[config.mk]
export PLATFORM = sky130hd
export DESIGN_NAME = mem_access
export DESIGN_NICKNAME = d
export VERILOG_FILES = /design/src/rtl/mem_pkg.sv /design/src/rtl/mem_access_be_gen.sv /design/src/rtl/mem_access.sv
export SDC_FILE = /design/constraint.sdc
export NUM_CORES = 1
export LEC_CHECK = 0
export BUFFER_PORTS_ARGS = -buffer_cell sky130_fd_sc_hd__buf_2
export CORE_AREA = 2 2 107 109
export CTS_BUF_LIST = sky130_fd_sc_hd__clkbuf_4
export DETAILED_ROUTE_END_ITERATION = 12
export DIE_AREA = 0 0 109 111
export GPL_ROUTABILITY_DRIVEN = 0
export GPL_TIMING_DRIVEN = 0
export PLACE_DENSITY_LB_ADDON = 0.1
export SLEW_MARGIN = 20
export SYNTH_ARGS = -nofsm -noshare
export SYNTH_HDL_FRONTEND = slang
export SYNTH_SLANG_ARGS = --single-unit
[constraint.sdc]
create_clock -name clk -period 11.8 [get_ports clk]
set_clock_uncertainty 0.15 [all_clocks]
set_input_delay 2.95 -clock clk [delete_from_list [all_inputs] [get_ports clk]]
set_output_delay 2.95 -clock clk [all_outputs]
set_load 0.02 [all_outputs]
[src/rtl/mem_pkg.sv]
// mem_pkg: shared definitions for the memory-stage blocks
// (access size codes and the load/store access FSM state encoding).
package mem_pkg;

    // Access size carried in memSelect[1:0]; code 3 is handled as WORD.
    typedef enum logic [1:0] {
        BYTE = 2'd0,
        HALF = 2'd1,
        WORD = 2'd2
    } size_e;

    // Load/store access sequencer states.
    typedef enum logic [1:0] {
        IDLE  = 2'd0,
        BUSY  = 2'd1,
        DONE  = 2'd2,
        FAULT = 2'd3
    } state_e;

endpackage

[src/rtl/mem_access_be_gen.sv]
// be_gen: byte-enable generation, store-lane replication and misalignment
// detection from the low address bits and the access size.
module be_gen
    import mem_pkg::*;
(
    input  logic [1:0]  addr_lo,
    input  logic [1:0]  size,
    input  logic [31:0] wdata,
    output logic [3:0]  be,
    output logic [31:0] lane_wdata,
    output logic        misalign
);

    // Decode lanes for the requested size; unknown size code behaves as WORD.
    always_comb begin
        be         = 4'b1111;
        lane_wdata = wdata;
        misalign   = 1'b0;
        case (size)
            BYTE: begin
                be         = 4'b0001 << addr_lo;
                lane_wdata = {4{wdata[7:0]}};
            end
            HALF: begin
                be         = addr_lo[1] ? 4'b1100 : 4'b0011;
                lane_wdata = {2{wdata[15:0]}};
                misalign   = addr_lo[0];
            end
            default: begin
                be         = 4'b1111;
                lane_wdata = wdata;
                misalign   = |addr_lo;
            end
        endcase
    end

endmodule

[src/rtl/mem_access.sv]
// mem_access: single-outstanding load/store sequencer between the pipeline
// memory stage and a request/ack data memory, with an ack timeout.
// Optional feature: define MEM_ALIGN_TRAP_EN to fault misaligned HALF/WORD
// accesses instead of issuing them.
module mem_access
    import mem_pkg::*;
#(
    parameter int ACK_TIMEOUT = 16
) (
    input  logic        clk,
    input  logic        reset,
    input  logic        memReq,
    input  logic        memWrite,
    input  logic [2:0]  memSelect,
    input  logic [31:0] addr,
    input  logic [31:0] wdata,
    output logic        stall,
    output logic        dmem_req,
    output logic        dmem_we,
    output logic [31:0] dmem_addr,
    output logic [3:0]  dmem_be,
    output logic [31:0] dmem_wdata,
    input  logic        dmem_ack,
    input  logic [31:0] dmem_rdata,
    output logic [31:0] ldData,
    output logic [3:0]  ldBe,
    output logic [2:0]  ldSelect,
    output logic        ldValid,
    output logic        fault
);

`ifdef MEM_ALIGN_TRAP_EN
    localparam bit TRAP_EN = 1'b1;
`else
    localparam bit TRAP_EN = 1'b0;
`endif

    localparam int CW = $clog2(ACK_TIMEOUT + 1);
    localparam logic [CW-1:0] TO_LAST = CW'(ACK_TIMEOUT - 1);

    state_e        state, next;
    logic [CW-1:0] cnt;

    logic [29:0]   addr_q;
    logic [3:0]    be_q;
    logic [31:0]   wdata_q;
    logic          we_q;
    logic [2:0]    sel_q;

    logic [3:0]    be_c;
    logic [31:0]   lane_c;
    logic          misalign_c;

    be_gen u_be_gen (
        .addr_lo    (addr[1:0]),
        .size       (memSelect[1:0]),
        .wdata      (wdata),
        .be         (be_c),
        .lane_wdata (lane_c),
        .misalign   (misalign_c)
    );

    assign dmem_addr  = {addr_q, 2'b00};
    assign dmem_be    = be_q;
    assign dmem_wdata = wdata_q;

    // State register.
    always_ff @(posedge clk or posedge reset) begin
        if (reset) state <= IDLE;
        else       state <= next;
    end

    // Next-state and control outputs; ack in the last allowed cycle beats timeout.
    always_comb begin
        next     = state;
        stall    = 1'b0;
        dmem_req = 1'b0;
        dmem_we  = 1'b0;
        ldValid  = 1'b0;
        fault    = 1'b0;
        case (state)
            IDLE: begin
                if (memReq && !reset) begin
                    stall = 1'b1;
                    next  = (TRAP_EN && misalign_c) ? FAULT : BUSY;
                end
            end
            BUSY: begin
                stall    = 1'b1;
                dmem_req = 1'b1;
                dmem_we  = we_q;
                if (dmem_ack)            next = DONE;
                else if (cnt == TO_LAST) next = FAULT;
            end
            DONE: begin
                ldValid = 1'b1;
                next    = IDLE;
            end
            FAULT: begin
                fault = 1'b1;
                next  = IDLE;
            end
            default: next = IDLE;
        endcase
    end

    // BUSY cycle counter; held at zero outside BUSY so each access starts fresh.
    always_ff @(posedge clk or posedge reset) begin
        if (reset)              cnt <= '0;
        else if (state != BUSY) cnt <= '0;
        else if (!dmem_ack)     cnt <= cnt + 1'b1;
    end

    // Request capture in IDLE and load-result latch on ack (stores leave it alone).
    always_ff @(posedge clk or posedge reset) begin
        if (reset) begin
            addr_q   <= '0;
            be_q     <= '0;
            wdata_q  <= '0;
            we_q     <= 1'b0;
            sel_q    <= '0;
            ldData   <= '0;
            ldBe     <= '0;
            ldSelect <= '0;
        end else begin
            if (state == IDLE && memReq) begin
                addr_q  <= addr[31:2];
                be_q    <= be_c;
                wdata_q <= lane_c;
                we_q    <= memWrite;
                sel_q   <= memSelect;
            end
            if (state == BUSY && dmem_ack && !we_q) begin
                ldData   <= dmem_rdata;
                ldBe     <= be_q;
                ldSelect <= sel_q;
            end
        end
    end

endmodule

==> metrics.md, run 1 <==
| Metric | Value |
|---|---|
| I/O Buffers | `211` |
| Mapped Area | `4790 µm²` |
| Wire length per cell | `14.5 µm` |
| Critical Path RT | `roughly 8700 ps` |
| Netlist cell types | `32` |
| Met2 GRT Util | `0.317` |
| Final HPWL DP | `between 8000 and 9000 µm` |
| Cell mode on critical path | `buf_2` |
| Row Count | `39` |
| # diodes | `0` |
| Predominant post-synthesis flop cell | `dfrtp_1` |
| Layout cell share with drive strength beyond 1 | `0.430` |
| Clock root buffer | `clkbuf_4` |
| Setup_tns | `0 ps` |
| Register area | `2900 µm²` |
| Peak Freq | `144 MHz` |
| Yosys warns | `0` |
| Clock transition at path regs | `90 ps` |
| DR vias/cell | `4.72` |
| Max VDD drop | `0.109 mV` |
| Vias in the first global route | `3882` |
| Worst rel slew slack | `0.530` |
| Max-cap violation count | `0` |
| Via Count | `3926` |
| Layer with the highest usage | `met2` |
| Startpoint types | `input pin` |
| H-Tree Depth | `4` |
| Post-synth top area share | `0.606` |
| Fin crit share | `0.589` |
| CP Capture Type | `output pin` |
| Final #Nets | `783` |
| RSZ-0062 raised after global routing | `no` |
| Largest net degree at the start of global routing | `67` |
| Leak | `3.38 nW` |
| CP bufs+invs | `3` |
| Core area | `~11000 µm²` |
| Fin crit period | `6940 ps` |
| CP top delay family | `buffers and inverters` |
| Post-CTS Resized | `0` |
| Met3 Usage GRT | `0.0700` |
| M1 GR Usage | `0.252` |
| All-Layer GR Usage | `0.201` |
| Pwr per Cell Area | `207 nW/µm²` |
| Async SR Flop Fraction | `1.00` |
| Status | `finished clean` |
| Worst path cell trace | `buf_2, inv_6, a21oi_1, nor2_1, buf_2` |
| Crit Path Class | `input pin to output pin` |
| Hold_buf cts | `0` |
| Clk buf depth | `2` |
| ANT nets after route | `0` |
| Most area-hungry cell type in the Yosys netlist | `dfrtp_1` |
| CTS sink cnt | `roughly 120` |
| Die height | `111 µm` |
| Critical path peak fanout | `52` |
| Drt pass-1 iters | `4` |
| Ranking of synthesized cells by area | `dfrtp_1 61%, nand2_1 12%, mux2_2 7.3%` |
| Clk_lat worst skew | `approximately 480 ps` |
| Largest stage delay on the critical path | `350 ps` |
| Most common cell in the netlist | `nand2_1` |
| Die Wd | `109 µm` |
| Multi-input gate area | `1720 µm²` |
| Postcts setup bufs | `0` |
| Top cells by count, synth | `154 x nand2_1, 116 x dfrtp_1, 31 x mux2_2` |
| CTS Buf Count | `17` |
| Max Slew Vio Count | `0` |
| First-pass GRT wire length | `18600 µm` |
| Mean Syn Cell Area | `10.8 µm²` |
| Fin. Hold Viols | `0` |
| Initial core utilization | `0.433` |
| GRT overflow | `0` |
| # IOs | `between 200 and 250` |
| CTS tree | `yes` |
| Number of synthesized flops with an enable pin | `0` |
| Critical-path top delay cell | `inv_6` |
| Die area | `roughly 12000 µm²` |
| Synth Register Bits | `~120` |
| Initial antenna violation count | `0` |
| Non-filler cells, final | `831` |
| HP Class | `register to register` |
| Detailed Route WL | `12000 µm` |
| Worst EP arrival | `3840 ps` |
| Worst-margin pin slew | `702 ps` |
| Initial DRC Count | `181` |
| Worst R2R Setup Slack | `9860 ps` |
| # fillers | `1032` |
| Final setup fails | `0` |
| Syn Inst Count | `about 450` |
| # DRC | `0` |
| Placed Cells | `801` |
| Register area share after synthesis | `0.606` |
| Area Overhead vs Synth | `30.7%` |
==> report_power, final <==
part	internal, mW	leakage, nW	switching (mW)
logic	0.190	1.86	0.298
clock network	0.0861	0.125	0.135
registers	0.519	1.40	0.0648
==> state kept, by name, indices dropped and copies added, names as in the netlist <==
register / cells
addr_q: 30
cnt: 5
dmem_be: 4
dmem_wdata: 32
ldBe: 4
ldData: 32
ldSelect: 3
sel_q: 3
state: 2
we_q: 1
==> layer usage <==
metal | share of wire | vias up | wire length (µm)
met3 | 0.087 | 11 | 1050
met4 | 0.012 | 0 | 142
li1 | - | 1911 | -
met5 | 0 | - | 0
met1 | 0.43 | 1838 | 5180
met2 | 0.47 | 166 | 5660
==> placed cells by master, fill, tap and decap left out, drive strengths merged <==
| cell type | netlist | routed |
|---|---|---|
| xor2 | 2 | 2 |
| nand4b | 1 | 1 |
| and2 | 2 | 2 |
| xnor2 | 1 | 1 |
| nor3 | 1 | 1 |
| and3 | 1 | 1 |
| a31oi | 14 | 14 |
| clkinv | 0 | 9 |
| mux2i | 11 | 11 |
| a22o | 2 | 2 |
| mux2 | 41 | 41 |
| or3b | 1 | 1 |
| or2 | 2 | 2 |
| conb | 1 | 2 |
| dfrtp | 116 | 116 |
| and3b | 6 | 6 |
| nor3b | 2 | 2 |
| a21oi | 10 | 10 |
| nand2 | 154 | 154 |
| nor2b | 2 | 2 |
| nor2 | 25 | 25 |
| nand2b | 2 | 2 |
| ha | 2 | 2 |
| inv | 4 | 4 |
| o21ai | 14 | 14 |
| buf | 12 | 224 |
| clkbuf | 16 | 37 |
==> kinds of logic after synthesis <==
group | after synthesis | share of synthesized area
mux | 52 | 0.126
compound gates | 40 | 0.0470
simple gates | 199 | 0.174
other cells | 1 | 0.000783
buf+inv | 32 | 0.0352
xor+xnor | 3 | 0.00548
fa+ha+maj | 2 | 0.00522
flops | 116 | 0.606
==> metrics by stage <==
step            util  instance area [µm²]  power (mW)  setup slack (ps)  hold slack [ps]
6_report       0.565                 6260        1.29              4860              329
5_1_grt        0.565                 6260        1.37              4740              356
4_1_cts        0.565                 6260        1.31              4810              329
3_5_place_dp   0.547                 6060        1.09              4810              309
3_3_place_gp   0.544                 6030        1.07              1670              304
2_1_floorplan      -                 4800       0.894              2730              290
==> worst reg2reg max path, cell delays in order (launching register included) <==
cell and delay [ps]:
dfrtp_1 470, nor3b_2 560, clkbuf_1 450, nor2_1 90, a31oi_1 160
==> area by class of cell <==
class	count	share of cell area
Sequential cell	116	0.464
Multi-Input combinational cell	298	0.275
Timing Repair Buffer	212	0.173
Tap cell	143	0.0286
Clock buffer	21	0.0252
Buffer	28	0.0246
Clock inverter	9	0.00659
Inverter	4	0.00320
==> worst paths after layout <==
kind | startpoint | endpoint | cells past startpoint
worst max-delay path | reset | stall | 5
worst min-delay path | addr_q[4]$_DFFE_PP0P_ | addr_q[4]$_DFFE_PP0P_ | 2
worst max register to register | state[0]$_DFFE_PP0P_ | dmem_wdata[28]$_DFFE_PP0P_ | 4
worst min register to register | addr_q[4]$_DFFE_PP0P_ | addr_q[4]$_DFFE_PP0P_ | 2
max in group asynchronous | reset | ldSelect[2]$_DFFE_PP0P_ | 3
min in group asynchronous | reset | ldData[8]$_DFFE_PP0P_ | 2
Power figures use the tool's default switching activity.
==> run 2: changes to the inputs <==
Settings changed: ABC_AREA set to 1, CORE_AREA 2 2 107 109 to 2 2 108 110, DIE_AREA 0 0 109 111 to 0 0 110 112.
Clock period 11.8 ns to 6.82 ns, I/O delays scaled along.
==> run 2 against run 1 <==
Count of clock-buffer cells in the layout stayed put. Largest power group unchanged. Wire length is 11% higher. Critical path type unchanged. Via count increased by 19%.
==> metrics.md, run 2 <==
| Metric | Value |
|---|---|
| Drt pass-1 iters | `5 (+1)` |
| Final setup fails | `0 (unchanged)` |
| DR vias/cell | `4.73 (about the same)` |
| Register area | `2900 µm² (unchanged)` |
| Synth Area in XOR/XNOR | `0 (-0.00548)` |
| Mean Syn Cell Area | `8.17 µm² (-24%)` |
| Worst R2R Setup Slack | `5140 ps (-4720 ps)` |
| I/O Buffers | `211 (unchanged)` |
| H-Tree Depth | `4 (unchanged)` |
| Reg-to-reg endpoint | `addr_q[24]$_DFFE_PP0P_` |
| Register area share after synthesis | `0.593 (-0.0124)` |
| # DRC | `0 (unchanged)` |
| All-Layer GR Usage | `0.225 (+0.0242)` |
| Clock root buffer | `clkbuf_4` |
| Async SR Flop Fraction | `1.00 (unchanged)` |
| Row Count | `39 (unchanged)` |
| # IOs | `216 (unchanged)` |
| M1 GR Usage | `0.284 (+0.0315)` |
| Startpoint types | `input pin` |
| CTS sink cnt | `116 (unchanged)` |
| Status | `finished clean` |
| Post-Synth Simple-Gate Area | `0.345 (+0.171)` |
| Multi-input gate area | `1790 µm² (+3.6%)` |
| Largest family of logic cells by synthesized area | `simple AND/OR/NAND/NOR gates` |
| Most area-hungry cell type in the Yosys netlist | `dfrtp_1` |
| Worst rel slew slack | `0.660 (+0.130)` |
| CP Capture Type | `output pin` |
| # fillers | `1102 (+6.8%)` |
| Crit path to | `stall` |
| Start point of the critical path | `reset` |
| Clk_lat worst skew | `510 ps (+30 ps)` |
| Final Core Density | `0.572 (+0.00626)` |
| Top cells by count, synth | `343 x nand2_1, 116 x dfrtp_1, 61 x nand3_1` |
| Post-synthesis compound-gate area fraction | `0.0133 (-0.0337)` |
| Area Overhead vs Synth | `30.6% (about the same)` |
| Leading cell type in the layout, fill and taps excluded | `nand2_1` |
| ANT nets after route | `0 (unchanged)` |
| Max Slew Vio Count | `0 (unchanged)` |
| Fin crit share | `0.707` |
| Largest stage delay on the critical path | `340 ps (about the same)` |
| Core area | `11200 µm² (+0.88%)` |
| CTS Buf Count | `17 (unchanged)` |
| Fin. Hold Viols | `0 (unchanged)` |
| Crit Path Class | `input pin to output pin` |
| Critical path peak fanout | `66 (+27%)` |
| Number of synthesized flops with an enable pin | `0 (unchanged)` |
| Vias in the first global route | `4527 (+17%)` |
| CTS tree | `yes` |
| Wire length per cell | `13.5 µm (-6.7%)` |
| Fin crit period | `4830 ps` |
| RSZ-0062 raised after global routing | `no` |
| Final #Nets | `937 (+20%)` |
| Leak | `3.83 nW (+13%)` |
| Netlist cell types | `22 (-31%)` |
| Post-synth top area share | `0.593 (-0.0124)` |
| Mapped Area | `4890 µm² (+2.1%)` |
| Pwr per Cell Area | `353 nW/µm² (+71%)` |
| Largest net degree at the start of global routing | `67 (unchanged)` |
| Worst R2R Start | `state[0]$_DFFE_PP0P_` |
| Layer with the highest usage | `met2` |
| Overall Power | `2.26 mW (+74%)` |
| Syn Inst Count | `599 (+35%)` |
| Met2 GRT Util | `0.356 (+0.0391)` |
| Peak Freq | `between 200 and 250 MHz` |
| Ranking of synthesized cells by area | `dfrtp_1 59%, nand2_1 26%, nand3_1 6.2%` |
| Synth Register Bits | `116 (unchanged)` |
| Yosys warns | `0 (unchanged)` |
| Hold_buf cts | `0 (unchanged)` |
| Die height | `112 µm (+0.90%)` |
| Setup_tns | `0 ps (unchanged)` |
| Final HPWL DP | `9980 µm (+11%)` |
| Detailed Route WL | `13300 µm (+11%)` |
| Met3 Usage GRT | `0.0802 (+0.0103)` |
| Most common cell in the netlist | `nand2_1` |
| Clock transition at path regs | `90 ps (about the same)` |
| Initial antenna violation count | `0 (unchanged)` |
| Post-layout worst setup margin | `1990 ps (-2860 ps)` |
| Die area | `12300 µm² (+1.8%)` |
| Synth Area in Adders | `0.00512 (-0.000107)` |
| Layout cell share with drive strength beyond 1 | `0.318 (-0.112)` |
| Predominant post-synthesis flop cell | `dfrtp_1` |
| Worst-margin pin slew | `510 ps (-192 ps)` |
| Pre-CTS WS | `1950 ps (-2850 ps)` |
| R2R depth | `6 (+2)` |
| Cell mode on critical path | `buf_2` |
| Postcts setup bufs | `0 (unchanged)` |
| Post-CTS Resized | `0 (unchanged)` |
| Initial DRC Count | `270 (+49%)` |
| GRT overflow | `0 (unchanged)` |
| Worst path cell trace | `buf_2, inv_6, buf_16, nand3_1, nand2_1, buf_2` |
| Max-cap violation count | `0 (unchanged)` |
| # diodes | `0 (unchanged)` |
| Hold Slack | `322 ps (-6.66 ps)` |
| HP Class | `register to register` |
| Most frequent cells in the layout | `343 x nand2_1, 227 x buf_2, 116 x dfrtp_1, 61 x nand3_1, 21 x clkbuf_4` |
| Initial core utilization | `0.438 (+0.00518)` |
| Via Count | `4662 (+19%)` |
| Critical Path RT | `4970 ps (-3730 ps)` |
| Mux share of post-synthesis cell area | `0 (-0.126)` |
| Worst EP arrival | `2970 ps (-870 ps)` |
| Critical-path top delay cell | `inv_6` |
| Die Wd | `110 µm (+0.92%)` |
| Clk buf depth | `2 (unchanged)` |
| Max VDD drop | `0.172 mV (+57%)` |
| First-pass GRT wire length | `21400 µm (+15%)` |
[run 2: cell types whose count changed after synthesis, sizes merged, moves of 4 or more]
cell,before,now
nand2,154,345
nand3,0,61
mux2,41,0
a31oi,14,0
nor2,25,12
mux2i,11,0
buf,12,22
a21oi,10,1
inv,4,11
and3b,6,0
clkbuf,16,12
[run 2: area by class of cell]
type / count / area share
buffer: 34 / 0.0261
clock buffer: 21 / 0.0247
tap: 143 / 0.0280
sequential: 116 / 0.454
inverter: 11 / 0.00725
multi-input combinational: 439 / 0.280
clock inverter: 10 / 0.0104
timing repair buffer: 212 / 0.170
[run 2: power breakdown]
part | switching (mW) | leakage, nW | internal [mW]
Sequential | 0.111 | 1.45 | 0.893
Combinational | 0.563 | 2.25 | 0.268
Clock | 0.235 | 0.130 | 0.185
Total | 0.909 | 3.83 | 1.35
[run 2: metrics by stage]
step	area [µm²]	std cells
2_1_floorplan	4900	600
5_1_grt	6390	986
6_report	6390	986
3_5_place_dp	6160	955
4_1_cts	6390	986
3_3_place_gp	6130	954
[run 2: worst min-delay path by stage]
stage | start | endpoint | slack [ps] | cells after the start
floorplan | sel_q[2]$_DFFE_PP0P_ | sel_q[2]$_DFFE_PP0P_ | 300 | 2
global placement | ldData[10]$_DFFE_PP0P_ | ldData[10]$_DFFE_PP0P_ | 300 | 2
detailed placement | ldData[22]$_DFFE_PP0P_ | ldData[22]$_DFFE_PP0P_ | 300 | 2
CTS | ldData[21]$_DFFE_PP0P_ | ldData[21]$_DFFE_PP0P_ | 320 | 2
global route | ldSelect[2]$_DFFE_PP0P_ | ldSelect[2]$_DFFE_PP0P_ | 340 | 2
finish | ldSelect[2]$_DFFE_PP0P_ | ldSelect[2]$_DFFE_PP0P_ | 320 | 2
[run 2: worst max-delay path, delay by kind of cell]
family / cells / cell delay [ps]
buffers and inverters: 4 / 950
AND/OR/NAND/NOR: 2 / 210
[run 2: kinds of logic (layout without fill, tap and decap cells)]
group,Yosys count,after routing
AOI/OAI and AO/OA,13,13
adders and majority gates,2,2
buffers and inverters,45,288
DFF,116,116
other,1,2
and+or+nand+nor,422,422
[run 2: layer usage]
layer  part of all wire  up-vias
met5                  0        -
met4              0.018        0
met3              0.087       23
met2               0.46      171
met1               0.43     2144
li1                   -     2324
==> run 3: changes to the inputs <==
Settings changed: ABC_AREA 1 to 0, CORE_AREA 2 2 108 110 to 2 2 107 109, DIE_AREA 0 0 110 112 to 0 0 109 111.
Clock period 6.82 ns to 4.7 ns, I/O delays scaled along.
==> run 3 against run 2 <==
Cell count fell by 15%. Worst setup slack got worse by 740 ps. Count of clock-buffer cells in the layout rose by 1. Flip-flop and latch count did not move. Utilization rose by 0.23 points. Critical path type unchanged. Largest cell class unchanged.
==> metrics.md, run 3 (same netlist as run 1, synthesis figures left out) <==
| Metric | Value |
|---|---|
| Row Count | `39 (unchanged)` |
| Worst rel slew slack | `0.491 (-0.169)` |
| Leak | `3.42 nW (-11%)` |
| Clk buf depth | `2 (unchanged)` |
| Die area | `12100 µm² (-1.8%)` |
| Clock root buffer | `clkbuf_4` |
| Drt pass-1 iters | `5 (unchanged)` |
| Final HPWL DP | `9130 µm (-8.5%)` |
| CTS sink cnt | `116 (unchanged)` |
| GRT overflow | `0 (unchanged)` |
| CP Capture Type | `output pin` |
| # IOs | `216 (unchanged)` |
| Area Overhead vs Synth | `32.7%` |
| Hold_buf cts | `0 (unchanged)` |
| Initial core utilization | `0.433 (-0.00518)` |
| Critical Path RT | `3380 ps (-1590 ps)` |
| Worst EP arrival | `2120 ps (-850 ps)` |
| Final #Nets | `786 (-16%)` |
| Clk_lat worst skew | `480 ps (-30 ps)` |
| Critical path peak fanout | `16 (-76%)` |
| Postcts setup bufs | `0 (unchanged)` |
| Die height | `111 µm (-0.89%)` |
| Via Count | `3947 (-15%)` |
| CTS Buf Count | `17 (unchanged)` |
| H-Tree Depth | `4 (unchanged)` |
| Peak Freq | `290 MHz` |
| Placed Cells | `804 (-16%)` |
| Status | `finished clean` |
| Initial antenna violation count | `0 (unchanged)` |
| Worst R2R Setup Slack | `2720 ps (-2420 ps)` |
| # diodes | `0 (unchanged)` |
| Most frequent cells in the layout | `216 x buf_2, 154 x nand2_1, 116 x dfrtp_1, 31 x mux2_2, 25 x nor2_1` |
| Fin crit share | `0.733` |
| Startpoint types | `input pin` |
| Final setup fails | `0 (unchanged)` |
| Sequential share of power | `0.442 (-0.003)` |
| Switching Power | `1.24 mW (+37%)` |
| RSZ-0062 raised after global routing | `no` |
| Leading cell type in the layout, fill and taps excluded | `buf_2` |
| Vias in the first global route | `3813 (-16%)` |
| Non-filler cells, final | `834 (-15%)` |
| All-Layer GR Usage | `0.208 (-0.0166)` |
| CTS tree | `yes` |
| Post-layout worst setup margin | `1260 ps (-738 ps)` |
| Clock power frac | `0.185 (about the same)` |
| # DRC | `0 (unchanged)` |
| Largest net degree at the start of global routing | `33 (-51%)` |
| DR vias/cell | `4.73 (about the same)` |
| Max VDD drop | `0.244 mV (+42%)` |
| Core area | `11100 µm² (-0.87%)` |
| First-pass GRT wire length | `19200 µm (-10%)` |
| Fin. Hold Viols | `0 (unchanged)` |
| Switching Share | `0.375 (-0.0277)` |
| Fin crit period | `around 3400 ps` |
| Pwr per Cell Area | `520 nW/µm² (+47%)` |
| Post-CTS Resized | `0 (unchanged)` |
| ANT nets after route | `0 (unchanged)` |
| Detailed Route WL | `12100 µm (-9.3%)` |
| Initial DRC Count | `162 (-40%)` |
| I/O Buffers | `211 (unchanged)` |
| Max-cap violation count | `0 (unchanged)` |
| Worst-margin pin slew | `760 ps (+250 ps)` |
| Overall Power | `3.31 mW (+47%)` |
| Int Power | `2.07 mW (+53%)` |
| Comb power frac | `0.373 (+0.004)` |
| Die Wd | `109 µm (-0.91%)` |
| Crit Path Class | `input pin to output pin` |
| Pre-CTS WS | `1230 ps (-727 ps)` |
| HP Class | `register to register` |
| Max Slew Vio Count | `0 (unchanged)` |
| Wire length per cell | `14.5 µm (+7.2%)` |
| Layout cell share with drive strength beyond 1 | `0.434 (+0.116)` |
| Clock transition at path regs | `90 ps (about the same)` |
-- run 3: final timing paths --
| path | end | cells after the start | from |
|---|---|---|---|
| max | stall | 5 | reset |
| min | dmem_wdata[3]$_DFFE_PP0P_ | 2 | dmem_wdata[3]$_DFFE_PP0P_ |
| max reg2reg | dmem_wdata[11]$_DFFE_PP0P_ | 4 | state[0]$_DFFE_PP0P_ |
| min reg2reg | dmem_wdata[3]$_DFFE_PP0P_ | 2 | dmem_wdata[3]$_DFFE_PP0P_ |
| max in group asynchronous | addr_q[2]$_DFFE_PP0P_ | 5 | reset |
| min in group asynchronous | dmem_wdata[19]$_DFFE_PP0P_ | 2 | reset |
-- run 3: power by group through the flow --
stage	combinational (mW)	sequential (mW)	clock, mW
3_5_place_dp	1.25	1.48	0
3_3_place_gp	1.23	1.47	0
5_1_grt	1.34	1.50	0.682
2_1_floorplan	0.392	1.85	0
4_1_cts	1.25	1.46	0.640
6_report	1.23	1.46	0.613
-- run 3: critical path, stage by stage --
cell        delay, ps
buf_2             120
clkinvlp_4        350
a21oi_1           260
nor2_1             50
buf_2             160
-- run 3: final cells by class --
| class | count | area [µm²] |
|---|---|---|
| clock inverter | 8 | 62.6 |
| timing repair buffer | 215 | 1150 |
| fill | 1019 | 4720 |
| clock buffer | 22 | 165 |
| sequential | 116 | 2900 |
| inverter | 4 | 18.8 |
| multi-input combinational | 298 | 1720 |
| tap | 143 | 179 |
| buffer | 28 | 154 |
-- run 3: per-layer routing --
| layer | vias up | part of all wire | track usage |
|---|---|---|---|
| met3 | 10 | 0.084 | 0.0735 |
| met4 | 0 | 0.011 | 0.0607 |
| met1 | 1861 | 0.42 | 0.261 |
| met2 | 148 | 0.49 | 0.338 |
| li1 | 1928 | - | - |
| met5 | - | 0 | 0 |
-- run 3: through the flow --
step	hold slack (ps)	util	area, µm²	TNS [ps]
final	328	0.574	6360	0
after global routing	355	0.574	6360	0
after CTS	328	0.574	6360	0
after detailed placement	307	0.553	6130	0
after global placement	304	0.545	6030	-846
after floorplan	290	-	4800	0
